<file path="src/rtl/regfile_dump_reader.sv">
// regfile_dump_reader
// Streams the contents of a register file out over a valid/ready channel,
// one register per cycle, by walking a spare combinational read port.
// The block only reads the register file; it never writes it.
//
// Ports:
//   clk        clock, all state updates on the rising edge
//   rst        synchronous active-high reset
//   start      begin a dump (only honoured while idle)
//   rf_addr    read address to the register file read port (registered)
//   rf_data    combinational read data for rf_addr
//   out_data   captured register value
//   out_index  address out_data was read from
//   out_last   final word of the dump
//   out_valid  word available
//   out_ready  consumer accepts the word when out_valid & out_ready
//   busy       dump in progress
//   done       one-cycle pulse after the last word is accepted
//
// state  | meaning
// -------+-----------------------------------------------------------
// IDLE   | waiting for start, no word presented
// LOAD   | capture the first word from the read port
// SEND   | word presented; each handshake captures the next word
// DONE   | last word accepted, done pulse for one cycle

module regfile_dump_reader #(
  parameter int W         = 32,
  parameter int L         = 5,
  parameter int SKIP_ZERO = 0
) (
  input  logic         clk,
  input  logic         rst,
  input  logic         start,
  output logic [L-1:0] rf_addr,
  input  logic [W-1:0] rf_data,
  output logic [W-1:0] out_data,
  output logic [L-1:0] out_index,
  output logic         out_last,
  output logic         out_valid,
  input  logic         out_ready,
  output logic         busy,
  output logic         done
);

  // Register 0 is hard-wired zero on MIPS, so it can optionally be skipped.
  localparam logic [L-1:0] FIRST_ADDR = (SKIP_ZERO != 0) ? L'(1) : '0;
  localparam logic [L-1:0] LAST_ADDR  = '1;

  typedef enum logic [1:0] {
    S_IDLE,
    S_LOAD,
    S_SEND,
    S_DONE
  } state_t;

  state_t       state;
  state_t       state_nxt;
  logic         capture;
  logic         ptr_init;
  logic [L-1:0] ptr;

  always_comb begin
    state_nxt = state;
    capture   = 1'b0;
    ptr_init  = 1'b0;
    case (state)
      S_IDLE: begin
        if (start) begin
          ptr_init  = 1'b1;
          state_nxt = S_LOAD;
        end
      end
      S_LOAD: begin
        capture   = 1'b1;
        state_nxt = S_SEND;
      end
      S_SEND: begin
        // Only a handshake moves the stream forward; without one every
        // output and the pointer hold.
        if (out_ready) begin
          if (out_last) state_nxt = S_DONE;
          else          capture   = 1'b1;
        end
      end
      S_DONE: begin
        state_nxt = S_IDLE;
      end
      default: begin
        state_nxt = S_IDLE;
      end
    endcase
  end

  always_ff @(posedge clk) begin
    if (rst) begin
      state     <= S_IDLE;
      ptr       <= '0;
      out_data  <= '0;
      out_index <= '0;
      out_last  <= 1'b0;
    end else begin
      state <= state_nxt;
      if (ptr_init) begin
        ptr <= FIRST_ADDR;
      end else if (capture) begin
        out_data  <= rf_data;
        out_index <= ptr;
        out_last  <= (ptr == LAST_ADDR);
        // Wraps to 0 after the last capture; that value is never used.
        ptr       <= ptr + L'(1);
      end
    end
  end

  // A word is presented exactly while in SEND, so valid falls only on the
  // handshake of the last word.
  assign out_valid = (state == S_SEND);
  assign busy      = (state != S_IDLE);
  assign done      = (state == S_DONE);
  assign rf_addr   = ptr;

endmodule

</file>
<file path="config.mk">
export PLATFORM = sky130hd
export DESIGN_NAME = regfile_dump_reader
export DESIGN_NICKNAME = d
export VERILOG_FILES = /design/src/rtl/regfile_dump_reader.sv
export SDC_FILE = /design/constraint.sdc
export NUM_CORES = 1
export LEC_CHECK = 0
export CAP_MARGIN = 0
export CORE_MARGIN = 5
export CORE_UTILIZATION = 48
export DETAILED_ROUTE_END_ITERATION = 8
export PLACE_DENSITY_LB_ADDON = 0.12
export SETUP_SLACK_MARGIN = 0.3
export SKIP_LAST_GASP = 1
export SLEW_MARGIN = 10
export SYNTH_ARGS = -nofsm -noshare
export SYNTH_HDL_FRONTEND = slang
export SYNTH_SLANG_ARGS = --single-unit
</file>
<file path="constraint.sdc">
create_clock -name clk -period 4.8 [get_ports clk]
set_input_delay 0.72 -clock clk [delete_from_list [all_inputs] [get_ports clk]]
set_output_delay 0.72 -clock clk [all_outputs]
set_load 0.1 [all_outputs]
</file>
Yosys cells after proc, flatten, opt, wreduce, memory -nomap -nowiden
Cells that the tools add are included.
Storage, ports and cells
  register bits: 45
  input port bits: 36
  output and inout bits: 46
  logic and storage cells: 28
Operators by class
  add/subtract/negate cells: 1
  eq/ne operators: 7
  multiplexer cells: 9
  bitwise gates (word level): 1
  reductions and logical operators: 5
Operator list (count)
  $pmux W2 S4: 1
  $mux W2: 3
  $add A5 B1 Y5 const B: 1
  $eq A5 B5 Y1 const B: 1
  $eq A2 B2 Y1 const B: 2
  $mux W1: 4
  $ne A2 B2 Y1 const B: 2
  $reduce_and A3 Y1: 1
  $eq A2 B1 Y1 const B: 1
  $logic_not A2 Y1: 1
  $ne A2 B1 Y1 const B: 1
  $pmux W1 S2: 1
  $reduce_and A2 Y1: 1
  $reduce_bool A2 Y1: 1
  $reduce_or A2 Y1: 1
  $not A1 Y1: 1

Logic depth before layout (Yosys ltp)
Gate-level depths: netlist (run 1).
  word-level depth: 4
  gate-level depth with buffers: 7
  depth with buffers taken out: 5

Worst setup path before layout (run 1)
OpenSTA, ideal clock, no wires.
  path type: reg2reg
  from: register state[0]
  to: register out_index[0]
  setup time: 0.072 ns
  data arrival time: 2.267 ns
  data required time: 4.728 ns
  path slack: 2.461 ns
  cell stages (with the launch flop): 8
  path buffers: 2
  clock period less this slack: 2.339 ns
  cell sequence: dfxtp_1 > inv_1 > ha_1 > nand4b_4 > a22oi_2 > buf_6 > buf_12 > mux2i_1
Between the ends
  elaborated cells on any way between the ends: 7
  those cells by class: eq/ne (2); mux (2); bitwise (1); reduce/logical (2)
RTL lines
  start: declaration: RTL line 57  | state_t state;
  start signal: assignment: RTL line 103  | state <= state_nxt;
  $eq A2 B2 Y1
  via out_valid: RTL line 40  | output logic out_valid,
  $pmux W1 S2: RTL line 67  | case (state)
  $reduce_and A2 Y1 (no source line)
  end signal: assignment: RTL line 108  | out_index <= ptr;
  end: declaration: RTL line 38  | output logic [L-1:0] out_index,
The timed path passes the listed nets, and every way through them passes these cells.
A chain may end at the register's enable or synchronous reset.

Worst setup path after layout (run 1)
  from: register state[0]
  to: output port busy
Between the ends
  cells in the longest elaborated chain, start to end: 1
Ends and longest elaborated chain
  $reduce_bool A2 Y1: RTL line 119  | assign busy = (state != S_IDLE);
  end: declaration: RTL line 42  | output logic busy,
Every way passes these cells.

==> metrics, run 1 <==
Worst Hold Endpoint out_data[26]; Hold Vio Cnt, Final 0; Required @ worst endpoint 4.08 ns; Sequential Power Share 27.1%; gr usage total 15.2%; max_slew headroom 33.2%; worst vdd ir 0.338 mV; setup tns final 0 ns; library cells used by synthesis 27; post-synth top area share 41.0%; DP HPWL 3240 um; RSZ-0062 raised after global routing false; number of DRC violations after detailed-routing iteration 0 72; CTS clk-pin slew, worst paths 0.08 ns; sequential area share after synthesis 41.0%; share of power burned in combinational logic 53.9%; die width 77.7 um; largest net degree at the start of global routing 81; DRC Markers 0; Num CTS Buffers 5; first-pass GRT wire length 7720 um; starting density of the core 49.8%; top_reg_cell synth dfxtp_1; min Tclk post-route 2.99 ns; Post-synth EDFFs 0; Hold WS 0.473 ns; DRT Wirelength 4520 um; Mapped Nets 261; Worst Hold Class register to register; vias post-DR 1703; reg2reg start state[0]; Clk pwr share 18.9%; leakage power 1.13 nW; synth top area cells dfxtp_1 (41%), nand2b_1 (23%), mux2i_1 (18%); DR vias/cell 4.89; Max Freq 335 MHz; Post-Synthesis Cell Area 2200 um2; worst-skew pair later-pin latency 0.29 ns; DR WL/cell 13.0 um; R2R depth 6; Ports 82; Ant. Diodes 0; WHS Path Cells 2; most frequent cells after synthesis nand2b_1 (80), dfxtp_1 (45), mux2i_1 (39); Core Rows 24; r2r endpoint out_data[2]; initial antenna violation count 0; switch share 48.3%; Max Cap Viol 0; Worst EP arrival 2.27 ns; Worst Setup End Kind output pin; top cell type by total area after synthesis dfxtp_1; synthesized area per cell 10.1 um2; Die Height 77.7 um; outcome complete, no violations; Internal Pwr Total 0.908 mW; reg2reg setup slack 2.78 ns; post-cts resize count 0; NetSw 0.849 mW; period utilization 62.2%; cell area power density 561 nW/um2; H-tree Lvls 2; Setup Viol. Count Final 0; ys async rst share 0%; Mapped Cells 217; CTS max path bufs 2; # Post-CTS Setup Buffers 0; gpl congestion 0.822; CP startpoint kind register; vias in the first global route 1730; count leader, synth nand2b_1; Core Area 4410 um2; CTS root buf clkbuf_8; crit path kind register to output pin; worst-margin pin slew 0.999 ns; YS warnings 0; die area 6040 um2; clk sinks 45; Initial DRT Pass Iterations 4; Final #Nets 339; final slew viol count 0; GRT Residual Overflow 0; synth-to-layout area growth 42.3%; hold path startpoint out_data[26]; ANT nets after route 0; cts-stage hold buffer count 0; buffers added on ports 81; post-route cell area 3130 um2; skew final 0.00474 ns; Area after DPL 3000 um2; clock tree from TritonCTS done; #FFs+latches synth 45; layout cell share with drive strength beyond 1 4.73%; crit path max fanout 5
-- power groups by stage --
stage	Combinational [mW]	Clock (mW)	Sequential [mW]
final	0.948	0.332	0.477
after floorplan	0.380	0	0.876
after global routing	0.990	0.357	0.487
after detailed placement	0.954	0	0.485
after CTS	0.957	0.343	0.478
after global placement	0.947	0	0.482
-- critical path: stages (launching register included) --
cell and delay, ns:
dfxtp_1 0.39, inv_1 0.11, ha_1 0.28, inv_1 0.08
clkdlybuf4s50_1 1.12
-- layout by cell type (no fill, tap or decap), types with 2 or more instances in the layout --
cell type / netlist / routed
a21o_1: 2 / 2
o211ai_1: 2 / 2
ha_1: 8 / 8
nand2_1: 2 / 2
clkbuf_8: 0 / 5
clkdlybuf4s50_1: 0 / 80
bufinv_16: 0 / 2
nand4_1: 2 / 2
buf_4: 1 / 2
a21oi_1: 6 / 6
inv_1: 3 / 3
nand3_1: 4 / 4
mux2i_1: 39 / 39
nand2b_1: 80 / 80
dfxtp_1: 45 / 45
-- layout make-up --
type / instances / area (um2)
fill: 347 / 1280
multi-input combinational: 157 / 1200
sequential: 45 / 901
timing repair buffer: 83 / 821
clock buffer: 5 / 68.8
clock inverter: 3 / 65.1
tap: 52 / 65.1
inverter: 3 / 11.3
-- metal layers --
layer | GRT usage, % | share of wire, % | vias to the layer above
met5 | 0 | 0 | -
li1 | - | - | 876
met3 | 4.98 | 7.5 | 2
met2 | 26.6 | 49 | 50
met1 | 17.3 | 43 | 775
met4 | 4.64 | 0.46 | 0
-- registers in the layout, indices dropped and copies added, names as in the netlist --
signal / count
out_data: 32
out_index: 5
out_last: 1
rf_addr: 5
state: 2
-- per-stage QoR --
step	utilization [%]	total power, mW	instances	worst slack [ns]
2_1_floorplan	-	1.26	217	2.46
3_3_place_gp	67.9	1.43	340	2.17
3_5_place_dp	67.9	1.44	340	2.13
4_1_cts	70.9	1.78	348	1.79
5_1_grt	70.9	1.83	348	1.72
6_report	70.9	1.76	348	1.81
-- how the worst max path moves through the flow --
stage	startpoint	endpoint	slack (ns)	cells after the start
after floorplan	state[0]	out_index[0]	2.46	7
after global placement	state[0]	busy	2.17	4
after detailed placement	state[0]	busy	2.13	4
after CTS	state[0]	busy	1.79	4
after global routing	state[1]	busy	1.72	4
final	state[0]	busy	1.81	4
-- kinds of logic after synthesis --
group / Yosys count / share of synthesized area, %
and+or+nand+nor: 94 / 27.1
DFF: 45 / 41.0
muxes: 39 / 17.7
AOI/OAI and AO/OA: 16 / 5.06
buffers and inverters: 15 / 4.55
adders and majority gates: 8 / 4.55
Note: power is estimated with default switching activity, not from simulation.
==> run 2, diff against run 1 <==
--- a/config.mk
+++ b/config.mk
@@ -7,7 +7,7 @@
 export LEC_CHECK = 0
 export CAP_MARGIN = 0
 export CORE_MARGIN = 5
-export CORE_UTILIZATION = 48
+export CORE_UTILIZATION = 44
 export DETAILED_ROUTE_END_ITERATION = 8
 export PLACE_DENSITY_LB_ADDON = 0.12
 export SETUP_SLACK_MARGIN = 0.3
==> constraint.sdc (replaced) <==
create_clock -name clk -period 2.8 [get_ports clk]
set_input_delay 0.42 -clock clk [delete_from_list [all_inputs] [get_ports clk]]
set_output_delay 0.42 -clock clk [all_outputs]
set_load 0.1 [all_outputs]
==> run 2 against run 1 <==
Compared with the run above:
- power increased by 70%
- sequential cell count unchanged
- sequential share of layout area increased by 0.91 points
- combinational power increased by 68%
- core utilization decreased by 7.5 points
==> metrics, run 2 (synthesis results as in run 1) <==
outcome complete, no violations; Max Freq 500 MHz; Worst EP arrival 2.22 ns; clk sinks 45; cts-stage hold buffer count 0; Hold Vio Cnt, Final 0; Worst Setup End Kind register; crit path max fanout 23; setup tns final 0 ns; GRT Residual Overflow 0; commonest non-fill, non-tap cell in the layout nand2b_1; H-tree Lvls 2; reg2reg start state[0]; period utilization 71.4%; post-layout util 63.4%; starting density of the core 46.0%; DRT Wirelength 4660 um; Worst Hold Class register to register; Required @ worst endpoint 3.02 ns; post-cts resize count 0; Num CTS Buffers 5; Ant. Diodes 0; worst-skew pair later-pin latency 0.29 ns; Area after DPL 2900 um2; gr usage total 14.6%; most flop-heavy register out_data; DRC Markers 0; DR WL/cell 12.8 um; DR vias/cell 4.70; multi-input logic area 1200 um2; first-pass GRT wire length 7500 um; min Tclk post-route 2.00 ns; ANT nets after route 0; layout cell share with drive strength beyond 1 20.3%; leakage power 1.22 nW; gpl congestion 0.756; fillers 419; die area 6510 um2; CTS max path bufs 2; max reg flops 32; skew final 0.00361 ns; die width 80.7 um; initial antenna violation count 0; cell area power density 982 nW/um2; Ports 82; number of DRC violations after detailed-routing iteration 0 49; Final #Nets 339; worst-margin pin slew 0.954 ns; Die Height 80.7 um; largest net degree at the start of global routing 81; hold path startpoint out_data[11]; vias in the first global route 1649; Core Rows 25; synth-to-layout area growth 37.9%; crit path kind register to register; CTS root buf clkbuf_8; worst vdd ir 0.615 mV; buffers added on ports 81; max_slew headroom 36.4%; RSZ-0062 raised after global routing false; vias post-DR 1707; CTS clk-pin slew, worst paths 0.08 ns; clock tree from TritonCTS done; Setup Viol. Count Final 0; final slew viol count 0; DP HPWL 3330 um; CP startpoint kind register; Core Area 4790 um2; Initial DRT Pass Iterations 4; post-route cell area 3030 um2; Register Area 901 um2; Critical Path Source state[0]; Max Cap Viol 0; most frequent cells in the layout nand2b_1 (80), buf_4 (48), dfxtp_1 (45), mux2i_1 (39), clkdlybuf4s50_1 (34); # Post-CTS Setup Buffers 0
run 2: layer usage:
metal	part of all wire, %	track usage, %
met5	0	0
met4	0.84	3.55
met3	6.1	4.26
met2	47	24.5
met1	46	18.3
run 2: layout make-up:
class                   count  area share [%]
clock buffers               5            2.27
clock inverters             3            2.14
inverters                   3           0.371
multi-input cells         157            39.5
flip-flops and latches     45            29.7
well taps                  67            2.76
repair buffers             83            23.3
run 2: stage by stage:
stage	hold WS, ns	power [mW]	instances	worst slack, ns
after global routing	0.490	3.11	363	0.606
after floorplan	0.546	2.15	217	0.461
final	0.475	2.98	363	0.800
after CTS	0.479	3.01	363	0.793
after global placement	0.459	2.41	355	0.833
after detailed placement	0.464	2.43	355	0.755
run 2: critical path, cell delays in order (launching register included):
cell and delay, ns:
dfxtp_1 0.38, inv_1 0.12, ha_1 0.43, nand4b_4 0.19, a22oi_2 0.18, buf_4 0.39
mux2i_1 0.23
run 2: final timing paths:
kind | end | cells past startpoint | slack (ns)
setup / recovery | out_last | 6 | 0.80
hold reg to reg | out_data[11] | 2 | 0.47
hold / removal | out_data[11] | 2 | 0.47
setup reg to reg | out_last | 6 | 0.80
run 2: report_power, final:
group / internal (mW) / total (mW) / leakage [nW] / switching [mW]
Combinational: 0.413 / 1.59 / 0.793 / 1.18
Sequential: 0.749 / 0.819 / 0.364 / 0.0697
Clock: 0.354 / 0.571 / 0.0681 / 0.216
Total: 1.52 / 2.98 / 1.22 / 1.46
==> edit 1, RTL diff (flow settings as in run 2) <==
Reset style: asynchronous (`rst`), changed in one clocked block. Comments in the files are not updated.
--- a/src/rtl/regfile_dump_reader.sv
+++ b/src/rtl/regfile_dump_reader.sv
@@ -93,5 +93,5 @@
   end
 
-  always_ff @(posedge clk) begin
+  always_ff @(posedge clk or posedge rst) begin
     if (rst) begin
       state     <= S_IDLE;
Check against the original RTL: differs if rst is asserted again (counterexample within 4 cycles, from zero or initial values and one cycle with rst high); with rst held inactive, the same outputs for 10 cycles.
==> edit 1 against run 2 <==
- via count decreased by 21%
- fmax increased by 0.54%
- non-clock buffer count unchanged
- wire length decreased by 5.1%
- sequential cell count unchanged
- synthesized cell count decreased by 40%
- count of clock-buffer cells in the layout increased by 2
- highest routed layer unchanged
- setup slack improved by 0.011 ns
- final cell count decreased by 26%
- hold slack improved by 0.038 ns
- area after synthesis decreased by 8.8%
- cell area decreased by 6.0%
Power is not shown: default switching activity piles up to over one toggle a cycle in this logic, so the estimate is an artifact.
==> edit 1: results (changes against run 2) <==
Routing
The post-detailed-route wirelength per cell is 16.4 um (+28%). The number of DRC violations after detailed-routing iteration 0 came to 35 (-29%).

Outcome
The flow ran to the end, and the final reports show no timing, DRC or antenna violations.

Finish
The count of nets after finishing was 261 (-23%). The final-layout fill cell count is 324 (-23%). The layout overhead on the synthesized area is 42.1%. The fraction of layout instances using a drive strength above 1 is 0.445 (+0.242).

Logic synthesis
The most used standard cell by instance count after synthesis is sky130_fd_sc_hd__dfrtp_1. The primary flip-flop cell chosen by synthesis mapping is sky130_fd_sc_hd__dfrtp_1. The count of different cell masters after synthesis is 22 (-19%). The main combinational cell family by area after synthesis is multiplexers.

The adder-cell share of the synthesized area is 0.0499 (+0.00437). In the synthesized netlist, the cells that appear most often are 45 x sky130_fd_sc_hd__dfrtp_1, 20 x sky130_fd_sc_hd__mux2_4, 19 x sky130_fd_sc_hd__mux2_2. The net count after synthesis is 175 (-33%).

The share of async-settable or async-resettable flops after synthesis is 1.00 (+1.00). The multiplexer share of the synthesized area is 0.271 (+0.0937). The share of the yosys chip area belonging to registers is 0.561 (+0.152).

The number of warning messages in the yosys log is 0 (unchanged). The compound-gate portion of the synthesized area is 0.0362 (-0.0145). Ranked by total cell area, the synthesized netlist is headed by sky130_fd_sc_hd__dfrtp_1 56%, sky130_fd_sc_hd__mux2_4 15%, sky130_fd_sc_hd__mux2_2 11%, sky130_fd_sc_hd__ha_1 5.0%, sky130_fd_sc_hd__buf_12 2.0%.

Timing
The slew at the pin with the worst max-slew slack is 0.908 ns (-0.0463 ns). The maximum clock skew at final layout was 0.00398 ns (+0.000365 ns).

Global routing
The global-route wire length before repair is 7.07 mm (-5.7%). The largest net degree at the start of global routing is 46 (-43%). The via count of the first global-routing pass is 1469 (-11%). The total track usage is 0.147 (+0.00127).

Placement
The weighted congestion reported at the end of routability-driven placement was 0.738 (-2.4%). The sum of net half-perimeters after detailed placement is 3.36 mm (+0.81%).

Setup path
The arrival time of the worst setup path is 2.17 ns (-0.05 ns). The largest incremental delay on the critical path came to 0.39 ns (-0.04 ns). The largest fanout of any net on the critical path is 21 (-8.7%). The critical register-to-register path startpoint is state[0]. The highest-delay cell along the critical path is sky130_fd_sc_hd__dfrtp_1. The endpoint of the most critical register-to-register path is out_data[3].

Min path
The hold path depth came to 1 (-1). The end of the worst hold path is out_data[2].
## edit 1: how the worst max path moves through the flow
stage | slack (ns) | start | to | depth (start not counted)
final | 0.81 | state[0] | out_data[3] | 6
after floorplan | 0.63 | state[0] | out_index[0] | 7
after global routing | 0.70 | state[0] | out_data[3] | 6
after global placement | 0.67 | out_ready | out_index[4] | 5
after detailed placement | 0.63 | out_ready | out_data[3] | 5
after CTS | 0.80 | state[0] | out_data[3] | 6
## edit 1: cell families after synthesis
family / Yosys count
fa+ha+maj: 8
mux: 42
buf+inv: 11
simple gates: 15
compound gates: 10
flops: 45
## edit 1: metal layers
layer  global-route usage  vias up  routed length (um)
met2                0.250       56                2270
met3               0.0579        8                 315
met4               0.0498        0                  74
met1                0.168      658                1760
met5                    0        -                   0
li1                     -      628                   -
## edit 1: critical path: cells and delay by family (launching register included)
kind | cells | cell delay [ns]
flip-flops | 1 | 0.39
multiplexers | 1 | 0.38
AND/OR/NAND/NOR | 1 | 0.22
AO/OA/AOI/OAI | 1 | 0.17
adder cells (fa/ha/maj) | 1 | 0.23
buffers and inverters | 2 | 0.49
## edit 1: layout make-up
type / instances / area share
clock inverter: 1 / 0.0105
clock buffer: 7 / 0.0303
tap: 52 / 0.0228
sequential: 45 / 0.395
inverter: 7 / 0.00921
timing repair buffer: 83 / 0.249
multi-input combinational: 75 / 0.283
## edit 1: stage by stage
stage | cells | hold WS (ns) | setup slack (ns) | utilization | area [um2]
6_report | 270 | 0.513 | 0.811 | 0.650 | 2850
5_1_grt | 270 | 0.528 | 0.697 | 0.650 | 2850
4_1_cts | 270 | 0.517 | 0.801 | 0.650 | 2850
3_5_place_dp | 262 | 0.494 | 0.633 | 0.624 | 2740
3_3_place_gp | 262 | 0.489 | 0.669 | 0.624 | 2740
2_1_floorplan | 131 | 0.563 | 0.629 | - | 2010
==> edit 2, RTL diff (flow settings as in run 2) <==
Without the edit above. The parameter `L` goes from 5 to 4.
--- a/src/rtl/regfile_dump_reader.sv
+++ b/src/rtl/regfile_dump_reader.sv
@@ -27,5 +27,5 @@
 module regfile_dump_reader #(
   parameter int W         = 32,
-  parameter int L         = 5,
+  parameter int L         = 4,
   parameter int SKIP_ZERO = 0
 ) (
Ports: changed (resized out_index and rf_addr); port bits go from 82 to 80. No check against the original RTL was run, so the function may have changed too.
==> edit 2 against run 2 <==
- setup slack lost 0.014 ns
- hold slack got worse by 0.00090 ns
- sequential share of layout area is 1.0 points lower
- total power decreased by 6.9%
- area after synthesis grew 1.9%
- clock power decreased by 30%
- sequential cell count shrank 2
- non-clock buffer count is 3 lower
- wire length shrank 6.6%
- combinational power about the same
- final cell count down 3.3%
- first-iteration DRC count rose by 41%
- cell area is 1.1% lower
- highest routed layer unchanged
==> edit 2: results (changes against run 2) <==
Routing
The via total after detailed routing came to 1598 (-6.4%). The first-pass detailed-route iteration total is 3 (-1). The post-detailed-route wirelength per cell was 12.4 um (-3.4%).

The number of DRC violations after detailed-routing iteration 0 was 69 (+41%). The detailed-route wire length is 4.35 mm (-6.6%).

Placement
The cell total after placement is 344 (-3.1%). The weighted congestion reported at the end of routability-driven placement came to 0.667 (-12%). The instance area after placement is 2910 um2 (+0.47%). The worst setup timing slack at the placement stage was 0.720 ns (-0.0345 ns). The number of port buffers came to 79 (-2.5%). The sum of net half-perimeters after detailed placement is 3.05 mm (-8.4%).

Global routing
The largest net degree at the start of global routing came to 79 (-2.5%). The initial antenna violation count came to 0 (unchanged). The total track usage is 0.137 (-0.00887).

The via count of the first global-routing pass is 1489 (-9.7%). The global-route wire length before repair is 6.97 mm (-7.1%).

Finish
The fraction of layout instances using a drive strength above 1 is 0.363 (+0.160). The final-layout fill cell count was 460 (+9.8%). The antenna cell count was 0 (unchanged). The count of nets after finishing is 324 (-4.4%). The number of flip-flops under the largest register name came to 32 (unchanged).

Pwr
The worst ir drop on vdd is 0.617 mV (+0.29%). The net switching power of the design is 0.00142 W (-2.8%). The standby leakage power is 1.20 nW (-2.4%).

Timing
The maximum clock skew at final layout is 0.00278 ns (-0.000837 ns). The worst hold slack after final layout is 0.474 ns (-0.000899 ns). The slew at the pin with the worst max-slew slack is 1.02 ns (+0.0691 ns). The minimum setup slack in the final design is 0.786 ns (-0.0135 ns).

Logic synthesis
The net count after synthesis is 249 (-4.6%). The share of the yosys chip area belonging to registers is 0.384 (-0.0256). Yosys attributes the largest share of cell area to sky130_fd_sc_hd__dfxtp_1 38%, sky130_fd_sc_hd__or2b_2 17%, sky130_fd_sc_hd__mux2i_1 17%, sky130_fd_sc_hd__nand2b_1 8.6%, sky130_fd_sc_hd__ha_1 3.9%. The share of async-settable or async-resettable flops after synthesis is 0 (unchanged). The number of warning messages in the yosys log came to 0 (unchanged). Ranked by instance count, the synthesized netlist is headed by 44 x sky130_fd_sc_hd__or2b_2, 43 x sky130_fd_sc_hd__dfxtp_1, 38 x sky130_fd_sc_hd__mux2i_1.

For this run, the leading register cell type out of synthesis is sky130_fd_sc_hd__dfxtp_1. The average cell area after synthesis was 10.9 um2 (+7.4%). The count of different cell masters after synthesis is 28 (+3.7%).

Outcome
The flow ran to the end, and the final reports show no timing, DRC or antenna violations.

Setup path
The largest fanout of any net on the critical path is 32 (+39%). The highest-delay cell along the critical path is sky130_fd_sc_hd__dfxtp_1. The largest incremental delay on the critical path is 0.40 ns (-0.03 ns).

The worst reg-to-reg setup slack is slightly below 0.8 ns.

CTS
The number of instances resized during post-cts repair is 0 (unchanged).
## edit 2: path summary, 6_finish.rpt
path	startpoint	endpoint	cells past startpoint
worst max-delay path	state[0]	out_data[9]	6
worst min-delay path	out_data[22]	out_data[22]	2
worst max register to register	state[0]	out_data[9]	6
worst min register to register	out_data[22]	out_data[22]	2
## edit 2: power groups by stage
stage	sequential, W	combinational [W]	clock, W
after floorplan	0.00147	0.000698	0
after global placement	0.000801	0.00159	0
after detailed placement	0.000799	0.00160	0
after CTS	0.000787	0.00161	0.000418
after global routing	0.000801	0.00167	0.000446
final	0.000785	0.00159	0.000397
## edit 2: metal layers
metal	GRT usage	vias to the layer above	wire, um
met5	0	-	0
met4	0.0456	0	61
met3	0.0488	6	321
met2	0.217	41	2080
met1	0.171	718	1880
li1	-	833	-
## edit 2: kinds of logic after synthesis
group | Yosys count | share of synthesized area
and+or+nand+nor | 89 | 0.303
buffers and inverters | 15 | 0.0547
DFF | 43 | 0.384
muxes | 38 | 0.170
adders and majority gates | 7 | 0.0391
AOI/OAI and AO/OA | 14 | 0.0497
## edit 2: critical path: cells and delay by family (launching register included)
family / cells / cell delay, ns
AOI/OAI and AO/OA: 1 / 0.31
buffers and inverters: 2 / 0.40
muxes: 1 / 0.24
and+or+nand+nor: 1 / 0.19
DFF: 1 / 0.40
adders and majority gates: 1 / 0.38
## edit 2: area by class of cell
class	count	area, um2	share of cell area
Clock buffer	6	82.6	0.0275
Sequential cell	43	861	0.287
Tap cell	70	87.6	0.0292
Multi-Input combinational cell	148	1260	0.419
Inverter	3	11.3	0.00375
Clock inverter	1	5.00	0.00167
Timing Repair Buffer	80	696	0.232
